$ cat config.mk
export PLATFORM = sky130hd
export DESIGN_NAME = cpu_run_ctrl
export DESIGN_NICKNAME = d
export VERILOG_FILES = /design/src/rtl/run_ctrl_pkg.sv /design/src/rtl/sw_debounce.sv /design/src/rtl/cpu_run_ctrl.sv
export SDC_FILE = /design/constraint.sdc
export NUM_CORES = 1
export LEC_CHECK = 0
export CORE_MARGIN = 2
export CORE_UTILIZATION = 55
export DETAILED_ROUTE_END_ITERATION = 16
export GPL_ROUTABILITY_DRIVEN = 0
export PLACE_DENSITY = 0.82
export SETUP_SLACK_MARGIN = 0.3
export SYNTH_ARGS = -nofsm -noshare
export SYNTH_HDL_FRONTEND = slang
export SYNTH_SLANG_ARGS = --single-unit
$ cat constraint.sdc
create_clock -name clk -period 7.2 [get_ports clk]
set_clock_uncertainty 0.1 [all_clocks]
set_input_delay 0.72 -clock clk [delete_from_list [all_inputs] [get_ports clk]]
set_output_delay 0.72 -clock clk [all_outputs]
set_load 0.01 [all_outputs]
$ cat src/rtl/run_ctrl_pkg.sv
// Shared definitions for the CPU run-control block: state encoding and default rate table.
package run_ctrl_pkg;

  localparam int STATE_W = 3;

  localparam logic [STATE_W-1:0] ENC_IDLE   = 3'd0;
  localparam logic [STATE_W-1:0] ENC_RUN    = 3'd1;
  localparam logic [STATE_W-1:0] ENC_PAUSED = 3'd2;
  localparam logic [STATE_W-1:0] ENC_STEP   = 3'd3;
  localparam logic [STATE_W-1:0] ENC_HALTED = 3'd4;
  localparam logic [STATE_W-1:0] ENC_SRST   = 3'd5;

  typedef enum logic [STATE_W-1:0] {
    S_IDLE   = ENC_IDLE,
    S_RUN    = ENC_RUN,
    S_PAUSED = ENC_PAUSED,
    S_STEP   = ENC_STEP,
    S_HALTED = ENC_HALTED,
    S_SRST   = ENC_SRST
  } runState_e;

  localparam int          DEF_NUM_RATES  = 4;
  localparam int          DEF_DIV_W      = 27;
  localparam int unsigned DEF_DEB_CYCLES = 1_000_000;
  localparam int          DEF_CNT_W      = 32;

  // Table is written slowest rate first: rate index 0 is the leftmost entry,
  // so index r lives at packed slot NUM_RATES-1-r.
  localparam logic [DEF_NUM_RATES-1:0][DEF_DIV_W-1:0] DEF_RATE_DIV =
    {27'd50_000_000, 27'd5_000_000, 27'd500_000, 27'd1};

endpackage

$ cat src/rtl/sw_debounce.sv
// Two-flop synchroniser followed by an independent debounce counter per bit.
module sw_debounce #(
  parameter int          WIDTH      = 1,
  parameter int unsigned DEB_CYCLES = 1_000_000
) (
  input  logic             clk_i,
  input  logic             rstN_i,
  input  logic [WIDTH-1:0] raw_i,
  output logic [WIDTH-1:0] deb_o
);

  localparam int            CW      = (DEB_CYCLES > 1) ? $clog2(DEB_CYCLES) : 1;
  localparam logic [CW-1:0] CNT_MAX = CW'(DEB_CYCLES - 1);

  logic [WIDTH-1:0]         meta_q;
  logic [WIDTH-1:0]         sync_q;
  logic [WIDTH-1:0]         deb_q;
  logic [WIDTH-1:0][CW-1:0] cnt_q;

  // Bring the asynchronous switch levels into the clk domain.
  always_ff @(posedge clk_i or negedge rstN_i) begin
    if (!rstN_i) begin
      meta_q <= '0;
      sync_q <= '0;
    end else begin
      meta_q <= raw_i;
      sync_q <= meta_q;
    end
  end

  // A bit flips only after it has disagreed with the output for DEB_CYCLES samples in a row.
  always_ff @(posedge clk_i or negedge rstN_i) begin
    if (!rstN_i) begin
      deb_q <= '0;
      cnt_q <= '0;
    end else begin
      for (int i = 0; i < WIDTH; i++) begin
        if (sync_q[i] == deb_q[i]) begin
          cnt_q[i] <= '0;
        end else if (cnt_q[i] == CNT_MAX) begin
          deb_q[i] <= sync_q[i];
          cnt_q[i] <= '0;
        end else begin
          cnt_q[i] <= cnt_q[i] + CW'(1);
        end
      end
    end
  end

  assign deb_o = deb_q;

endmodule

$ cat src/rtl/cpu_run_ctrl.sv
// CPU run control: debounced switches drive a run/pause/step/halt FSM that
// issues single-cycle cpu_ce pulses at a selectable rate and counts them.
module cpu_run_ctrl
  import run_ctrl_pkg::*;
#(
  parameter int                                NUM_RATES  = DEF_NUM_RATES,
  parameter int                                DIV_W      = DEF_DIV_W,
  parameter logic [NUM_RATES-1:0][DIV_W-1:0]   RATE_DIV   = DEF_RATE_DIV,
  parameter int unsigned                       DEB_CYCLES = DEF_DEB_CYCLES,
  parameter int                                CNT_W      = DEF_CNT_W
) (
  input  logic                         clk,
  input  logic                         rst,
  input  logic                         sw_start,
  input  logic                         sw_pause,
  input  logic                         sw_step,
  input  logic                         sw_srst,
  input  logic [$clog2(NUM_RATES)-1:0] sw_rate,
  input  logic                         cpu_halt,
  output logic                         cpu_ce,
  output logic                         cpu_rst,
  output logic [STATE_W-1:0]           run_state,
  output logic [CNT_W-1:0]             cycle_cnt
);

  localparam int RATE_W = $clog2(NUM_RATES);
  localparam int SW_W   = RATE_W + 4;

  logic [SW_W-1:0]   swDeb;
  logic              startDeb, pauseDeb, stepDeb, srstDeb;
  logic [RATE_W-1:0] rateDeb;
  logic              stepEdge, srstEdge;

  runState_e         state_q, state_d;
  logic [DIV_W-1:0]  divCnt_q, divCnt_d;
  logic [RATE_W-1:0] rateSel_q, rateSel_d;
  logic [CNT_W-1:0]  cycleCnt_q, cycleCnt_d;
  logic              srstCnt_q, srstCnt_d;
  logic              porRst_q;
  logic              stepPrev_q, srstPrev_q;

  logic [RATE_W-1:0] rateIdx;
  logic [DIV_W-1:0]  divLimit;
  logic              ceRun;

  sw_debounce #(
    .WIDTH      (SW_W),
    .DEB_CYCLES (DEB_CYCLES)
  ) uDebounce (
    .clk_i  (clk),
    .rstN_i (rst),
    .raw_i  ({sw_rate, sw_srst, sw_step, sw_pause, sw_start}),
    .deb_o  (swDeb)
  );

  assign startDeb = swDeb[0];
  assign pauseDeb = swDeb[1];
  assign stepDeb  = swDeb[2];
  assign srstDeb  = swDeb[3];
  assign rateDeb  = swDeb[SW_W-1:4];

  assign stepEdge = stepDeb & ~stepPrev_q;
  assign srstEdge = srstDeb & ~srstPrev_q;

  assign rateIdx  = RATE_W'(NUM_RATES - 1) - rateSel_q;
  assign divLimit = RATE_DIV[rateIdx] - DIV_W'(1);
  // ">=" rather than "==" so a counter left above a smaller limit wraps immediately.
  assign ceRun    = (state_q == S_RUN) && (divCnt_q >= divLimit);

  assign cpu_rst   = porRst_q || (state_q == S_SRST);
  assign cpu_ce    = (ceRun || (state_q == S_STEP)) && !cpu_rst;
  assign run_state = state_q;
  assign cycle_cnt = cycleCnt_q;

  // Next-state, divider, rate sampling and cycle counter; soft reset overrides everything.
  always_comb begin
    state_d    = state_q;
    divCnt_d   = divCnt_q;
    rateSel_d  = rateSel_q;
    cycleCnt_d = cycleCnt_q;
    srstCnt_d  = 1'b0;

    if (cpu_ce && (cycleCnt_q != '1)) begin
      cycleCnt_d = cycleCnt_q + CNT_W'(1);
    end

    case (state_q)
      S_IDLE: begin
        divCnt_d  = '0;
        rateSel_d = rateDeb;
        if (startDeb) begin
          state_d = pauseDeb ? S_PAUSED : S_RUN;
        end
      end
      S_RUN: begin
        if (cpu_ce) begin
          divCnt_d  = '0;
          rateSel_d = rateDeb;
        end else begin
          divCnt_d = divCnt_q + DIV_W'(1);
        end
        if (cpu_ce && cpu_halt) begin
          state_d = S_HALTED;
        end else if (pauseDeb) begin
          state_d = S_PAUSED;
        end else if (!startDeb) begin
          state_d = S_IDLE;
        end
      end
      S_PAUSED: begin
        if (!pauseDeb) begin
          state_d = startDeb ? S_RUN : S_IDLE;
        end else if (stepEdge) begin
          state_d = S_STEP;
        end
      end
      S_STEP: begin
        state_d = (cpu_ce && cpu_halt) ? S_HALTED : S_PAUSED;
      end
      S_HALTED: begin
        state_d = S_HALTED;
      end
      S_SRST: begin
        divCnt_d   = '0;
        cycleCnt_d = '0;
        rateSel_d  = rateDeb;
        if (srstCnt_q) begin
          state_d = S_IDLE;
        end else begin
          srstCnt_d = 1'b1;
        end
      end
      default: begin
        state_d = S_IDLE;
      end
    endcase

    if (srstEdge) begin
      state_d    = S_SRST;
      srstCnt_d  = 1'b0;
      divCnt_d   = '0;
      cycleCnt_d = '0;
    end
  end

  // State and datapath registers; porRst_q holds cpu_rst for the first clk after reset.
  always_ff @(posedge clk or negedge rst) begin
    if (!rst) begin
      state_q    <= S_IDLE;
      divCnt_q   <= '0;
      rateSel_q  <= '0;
      cycleCnt_q <= '0;
      srstCnt_q  <= 1'b0;
      porRst_q   <= 1'b1;
      stepPrev_q <= 1'b0;
      srstPrev_q <= 1'b0;
    end else begin
      state_q    <= state_d;
      divCnt_q   <= divCnt_d;
      rateSel_q  <= rateSel_d;
      cycleCnt_q <= cycleCnt_d;
      srstCnt_q  <= srstCnt_d;
      porRst_q   <= 1'b0;
      stepPrev_q <= stepDeb;
      srstPrev_q <= srstDeb;
    end
  end

endmodule

### Word-level counts from Yosys, hierarchy flattened

Cells that the tools add are included.
Widths: inputs -> output; s select.

| operators by class | value |
|---|---|
| reduce and logical (&&, ||, !) cells | 20 |
| magnitude comparators | 2 |
| shift-type cells | 0 |
| mux-type cells | 37 |
| add/subtract/negate cells | 10 |
| $mul | 0 |
| div/mod/pow operators | 0 |
| bitwise operators | 10 |
| equal/unequal tests | 23 |

Operators by type and width:

| cell | number |
|---|---|
| $mux 20 | 12 |
| $add 20x1->20 const B | 6 |
| $eq 20x20->1 const B | 6 |
| $mux 32 | 3 |
| $mux 27 | 3 |
| $bmux 27 s2 | 1 |
| $pmux 27 s2 | 1 |
| $add 32x1->32 const B | 1 |
| $ne 32x32->1 const B | 1 |
| $add 27x1->27 const B | 1 |
| $ge 27x27->1 | 1 |
| $mux 3 | 9 |
| $sub 27x1->27 const B | 1 |
| $pmux 3 s6 | 1 |
| $reduce_and 2->1 | 7 |
| $not 1->1 | 8 |
| $eq 1x1->1 | 6 |
| $eq 3x2->1 const B | 2 |
| $eq 3x3->1 const B | 2 |
| $reduce_bool 3->1 | 2 |
| $ne 5x4->1 const B | 1 |
| $logic_and 1x1->1 | 4 |
| $mux 1 | 4 |
| $mux 2 | 2 |
| other kinds (15) | 17 |

| word-level totals | value |
|---|---|
| register bits after elaboration | 206 |
| latch bits | 0 |
| word-level logic and storage cells | 124 |
| bits in read-only memories | 0 |
| memories kept | 0 |
| input bits | 9 |
| output and inout bits | 37 |
| bits in writable memories | 0 |

### Logic depth before layout (Yosys ltp)

| depth | value |
|---|---|
| depth in word-level cells | 12 |
| depth in mapped cells | 14 |

### Hierarchy

From an unflattened synthesis, not the netlist that was laid out.

| second synthesis, totals | value |
|---|---|
| cell total of the unflattened synthesis | 1229 |
| area total of the unflattened synthesis | 11337.1 µm² |

Modules (own cells, without submodules):

| module | times used | sequential area each (µm²) | cells each | area an instance (µm²) |
|---|---|---|---|---|
| sw_debounce | 1 | 3453.3 | 682 | 6670.1 |
| cpu_run_ctrl | 1 | 1702.9 | 547 | 4667.0 |

### Worst setup path after synthesis

No wires, ideal clock.

| timing | value |
|---|---|
| path type | reg2out |
| start | register rateSel_q[1] |
| end | output port cpu_ce |
| path slack | 3.740 ns |
| arrival | 2.640 ns |
| stages on the path, launching flop included | 13 |
| path buffers | 3 |
| data required time | 6.380 ns |
| path through | dfrtp_1 inv_1 ha_1 inv_1 ha_1 and4b_1 a221o_1 o211ai_1 and2_4 buf_6 buf_6 buf_2 nor2_1 |

| between the ends | value |
|---|---|
| longest elaborated chain between the ends | 8 |

RTL lines:

| item | RTL line | text |
|---|---|---|
| start, declared | cpu_run_ctrl.sv:36 | `logic [RATE_W-1:0] rateSel_q, rateSel_d;` |
| start signal, assigned | cpu_run_ctrl.sv:160 | `rateSel_q <= rateSel_d;` |
| $sub 2x2->2 | cpu_run_ctrl.sv:65 | `assign rateIdx = RATE_W'(NUM_RATES - 1) - rateSel_q;` |
| $bmux 27 s2 | cpu_run_ctrl.sv:66 | `assign divLimit = RATE_DIV[rateIdx] - DIV_W'(1);` |
| $mux 27 (not written as such) | cpu_run_ctrl.sv:66 |  |
| $sub 27x1->27 | cpu_run_ctrl.sv:66 |  |
| $ge 27x27->1 | cpu_run_ctrl.sv:68 | `assign ceRun = (state_q == S_RUN) && (divCnt_q >= divLimit);` |
| $logic_and 1x1->1 | cpu_run_ctrl.sv:68 |  |
| $logic_or 1x1->1 | cpu_run_ctrl.sv:71 | `assign cpu_ce = (ceRun \|\| (state_q == S_STEP)) && !cpu_rst;` |
| $logic_and 1x1->1 | cpu_run_ctrl.sv:71 |  |
| end, declared | cpu_run_ctrl.sv:20 | `output logic cpu_ce,` |

Every way passes these cells. The select of a mux whose other input is x is not followed.

### Worst setup path after layout

Same ends and word-level chain as after synthesis.

==> summary.md <==
| Metric | Value |
|---|---|
| Status | complete, no violations |
| Setup Buffers After CTS | 0 |
| Max VDD drop | approximately 200 µV |
| Gate Count Post-Synth | 1,137 |
| Total gr overflow | 0 |
| Synth Warn # | 0 |
| WL final | about 22 mm |
| Pre-antenna DRT Iters | 6 |
| Reg2reg end | rateSel_q[0] |
| Post-CTS sizing | 0 |
| Die area | roughly 21,000 µm² |
| Vias | around 8,400 |
| Nets | between 1,000 and 1,500 |
| # diodes | 0 |
| Clock buffer depth | 3 |
| CP Max Fanout | 36 |
| Ordered cell list for the critical path | inv_1 > ha_1 > inv_1 > ha_1 > a21oi_1 > o21ai_0 > a221o_1 > o211ai_1 > and2_4 > nor2_1 > clkdlybuf4s50_1 |
| Core Region | around 19,000 µm² |
| # fillers | approximately 1,500 |
| Final Hold Viols | 0 |
| Most frequent cells in the layout | dfrtp_1, nor2_1, nand2_1 |
| Vias in the first global route | 8,134 |
| Cell family contributing the most delay on the critical path | compound AO/OA/AOI/OAI gates |
| Sum Neg Setup Slack | 0 ps |
| Die X-Extent | between 100 and 150 µm |
| CP required | approximately 6400 ps |
| CTS tree | yes |
| Unrepaired setup endpoints after global routing | no |
| Global-route wire length before repair | approximately 38 mm |
| CTS root buf | clkbuf_16 |
| Syn_area_per_cell | ~9.5 µm² |
| FF-to-FF setup slack | 3390 ps |
| Commonest non-fill, non-tap cell in the layout | dfrtp_1 |
| Cell Rows | ~50 |
| Initial antenna violation count | 0 |
| R2R cell count | 11 |
| Clock-pin slew on the worst setup and hold paths | ~60 ps |
| Top FF cell, synth | dfrtp_1 |
| Crit path DAT | 3760 ps |
| Clock Latency Late Sink | about 520 ps |
| Largest net degree at the start of global routing | 125 |
| Post-synth EDFFs | 0 |
| Port buffer count | between 40 and 50 |
| Total of max-cap violations | 0 |
| Synth cell types | 58 |
| Num CTS Buffers | 22 |
| Layout Utilization | between 60% and 70% |
| Num ports | 46 |
| Max-slew violations | 0 |
| Share of the yosys chip area belonging to registers | between 40% and 50% |
| DRC | 0 |
| Worst Setup End Kind | primary output |
| Die Y | 144 µm |
| FFs w/ async S/R, synth | 100% |
| Layout cell share with drive strength beyond 1 | under 10% |
| PD cells | slightly below 200 nW/µm² |
| Setup violators final | 0 |
| Vias per cell | about 5.8 |
| Register bit total from synthesis | ~200 |
| DR WL/cell | approximately 15 µm |
| Crit-path max cell delay | approximately 570 ps |
| P&R area growth vs syn | 12.7% |
| Slew @ Worst Pin | around 1000 ps |
| Worst setup SP type | flop |
| Clock net sink count | approximately 200 |
| Antenna-violating nets left | 0 |
| Slowest cell on the critical path | dfrtp_1 |
| LEAKAGE | about 5.2 nW |
| Post-synthesis cell area | about 11,000 µm² |
| Worst Hold Class | in -> async |
| Final HPWL DP | between 10 and 15 mm |
| H-tree depth | 1 |
| Tcrit/Tclk final | between 60% and 70% |
| RR Startpoint | rateSel_q[1] |
| Worst relative slew slack | ~33% |
| Minimum clock period | between 4000 and 5000 ps |
| Post-CTS Hold Fix Bufs | 0 |
| Worst Path Buf+Inv | 3 |
| Crit Path Class | reg -> out |
| GRT Util Overall | 21.9% |
| Starting density of the core | between 50% and 60% |
| DRT iter0 DRCs | roughly 640 |
| Fmax | roughly 220 MHz |
## layout make-up
class,instances,area [µm²],area share (%)
Multi-Input combinational cell,862,5320,43.9
Sequential cell,206,5160,42.5
Clock buffer,29,597,4.92
Timing Repair Buffer,50,492,4.05
Tap cell,265,332,2.73
Clock inverter,9,125,1.03
Inverter,29,109,0.897
## stage by stage
stage          instance area [µm²]  setup slack (ps)  power [W]  cells  hold WS, ps
2_1_floorplan                10800              3740    0.00122   1139          231
3_3_place_gp                 11400              3250    0.00126   1412          233
3_5_place_dp                 11400              3150    0.00126   1412          236
4_1_cts                      12100              2600    0.00239   1450          254
5_1_grt                      12100              2340    0.00244   1450          268
6_report                     12100              2620    0.00236   1450          232
## sequential cells by signal, summed over array words and instances (netlist names)
register          count
cycle_cnt            32
rateSel_q             2
divCnt_q             27
srstCnt_q             1
uDebounce.cnt_q     120
stepPrev_q            1
uDebounce.meta_q      6
run_state             3
uDebounce.sync_q      6
srstPrev_q            1
porRst_q              1
uDebounce.deb_o       6
## worst reg2reg max path: cells and delay by family, from the launching register on
family / cells / cell delay, ps
buffers and inverters: 2 / 260
AO/OA/AOI/OAI: 7 / 2310
flip-flops: 1 / 570
adder cells (fa/ha/maj): 2 / 480
## per-layer routing
metal | share of wire, % | wire length (µm) | up-vias | track usage (%)
met2 | 49 | 10600 | 158 | 37.0
li1 | - | - | 4062 | -
met5 | 0 | 0 | - | 0
met1 | 46 | 9980 | 4157 | 29.8
met4 | 2.0 | 438 | 0 | 5.99
met3 | 3.4 | 735 | 34 | 2.83
## worst max path at each step
stage	startpoint	end	slack (ps)	cells after the start
2_1_floorplan	rateSel_q[1]	cpu_ce	3740	12
3_3_place_gp	rateSel_q[1]	cpu_ce	3250	10
3_5_place_dp	rateSel_q[1]	cpu_ce	3150	10
4_1_cts	rateSel_q[1]	cpu_ce	2600	11
5_1_grt	rateSel_q[1]	cpu_ce	2340	11
6_report	rateSel_q[1]	cpu_ce	2620	11
## cell families after synthesis
family	Yosys count	synth area share [%]
AO/OA/AOI/OAI	129	7.56
XOR/XNOR	115	9.36
adder cells (fa/ha/maj)	36	4.18
buffers and inverters	71	2.79
flip-flops	206	47.9
multiplexers	23	2.21
other	2	0.0698
AND/OR/NAND/NOR	555	25.9
## report_power, final
group          switching (W)  internal, W
registers          0.0000104      0.00117
clock network       0.000464     0.000660
logic              0.0000416    0.0000156
total               0.000516      0.00185
## synth_stat cells, drive strengths merged, types with 5 or more instances
| cell | instances | area, µm² |
|---|---|---|
| dfrtp | 205 | 5130 |
| nor2 | 170 | 638 |
| nand2 | 98 | 368 |
| nand3 | 89 | 445 |
| xor2 | 82 | 718 |
| nand4 | 39 | 244 |
| a31oi | 38 | 238 |
| ha | 36 | 450 |
| xnor2 | 33 | 289 |
| a21oi | 31 | 155 |
| and3 | 30 | 193 |
| inv | 29 | 109 |
| clkbuf | 25 | 93.8 |
| nor4 | 21 | 138 |
| nand2b | 20 | 125 |
| o21ai | 19 | 95.1 |
| buf | 17 | 97.6 |
| mux2i | 17 | 170 |
| nand3b | 14 | 105 |
| nor3 | 14 | 70.1 |
| and4 | 13 | 114 |
| o31ai | 12 | 90.1 |
| and2 | 11 | 71.3 |
| or4 | 9 | 67.6 |
| a21o | 6 | 45.0 |
| mux2 | 6 | 67.6 |
| nor4b | 6 | 52.6 |
| or2 | 6 | 37.5 |
| or3 | 5 | 31.3 |
No activity file was read; power rests on OpenSTA's default activity.
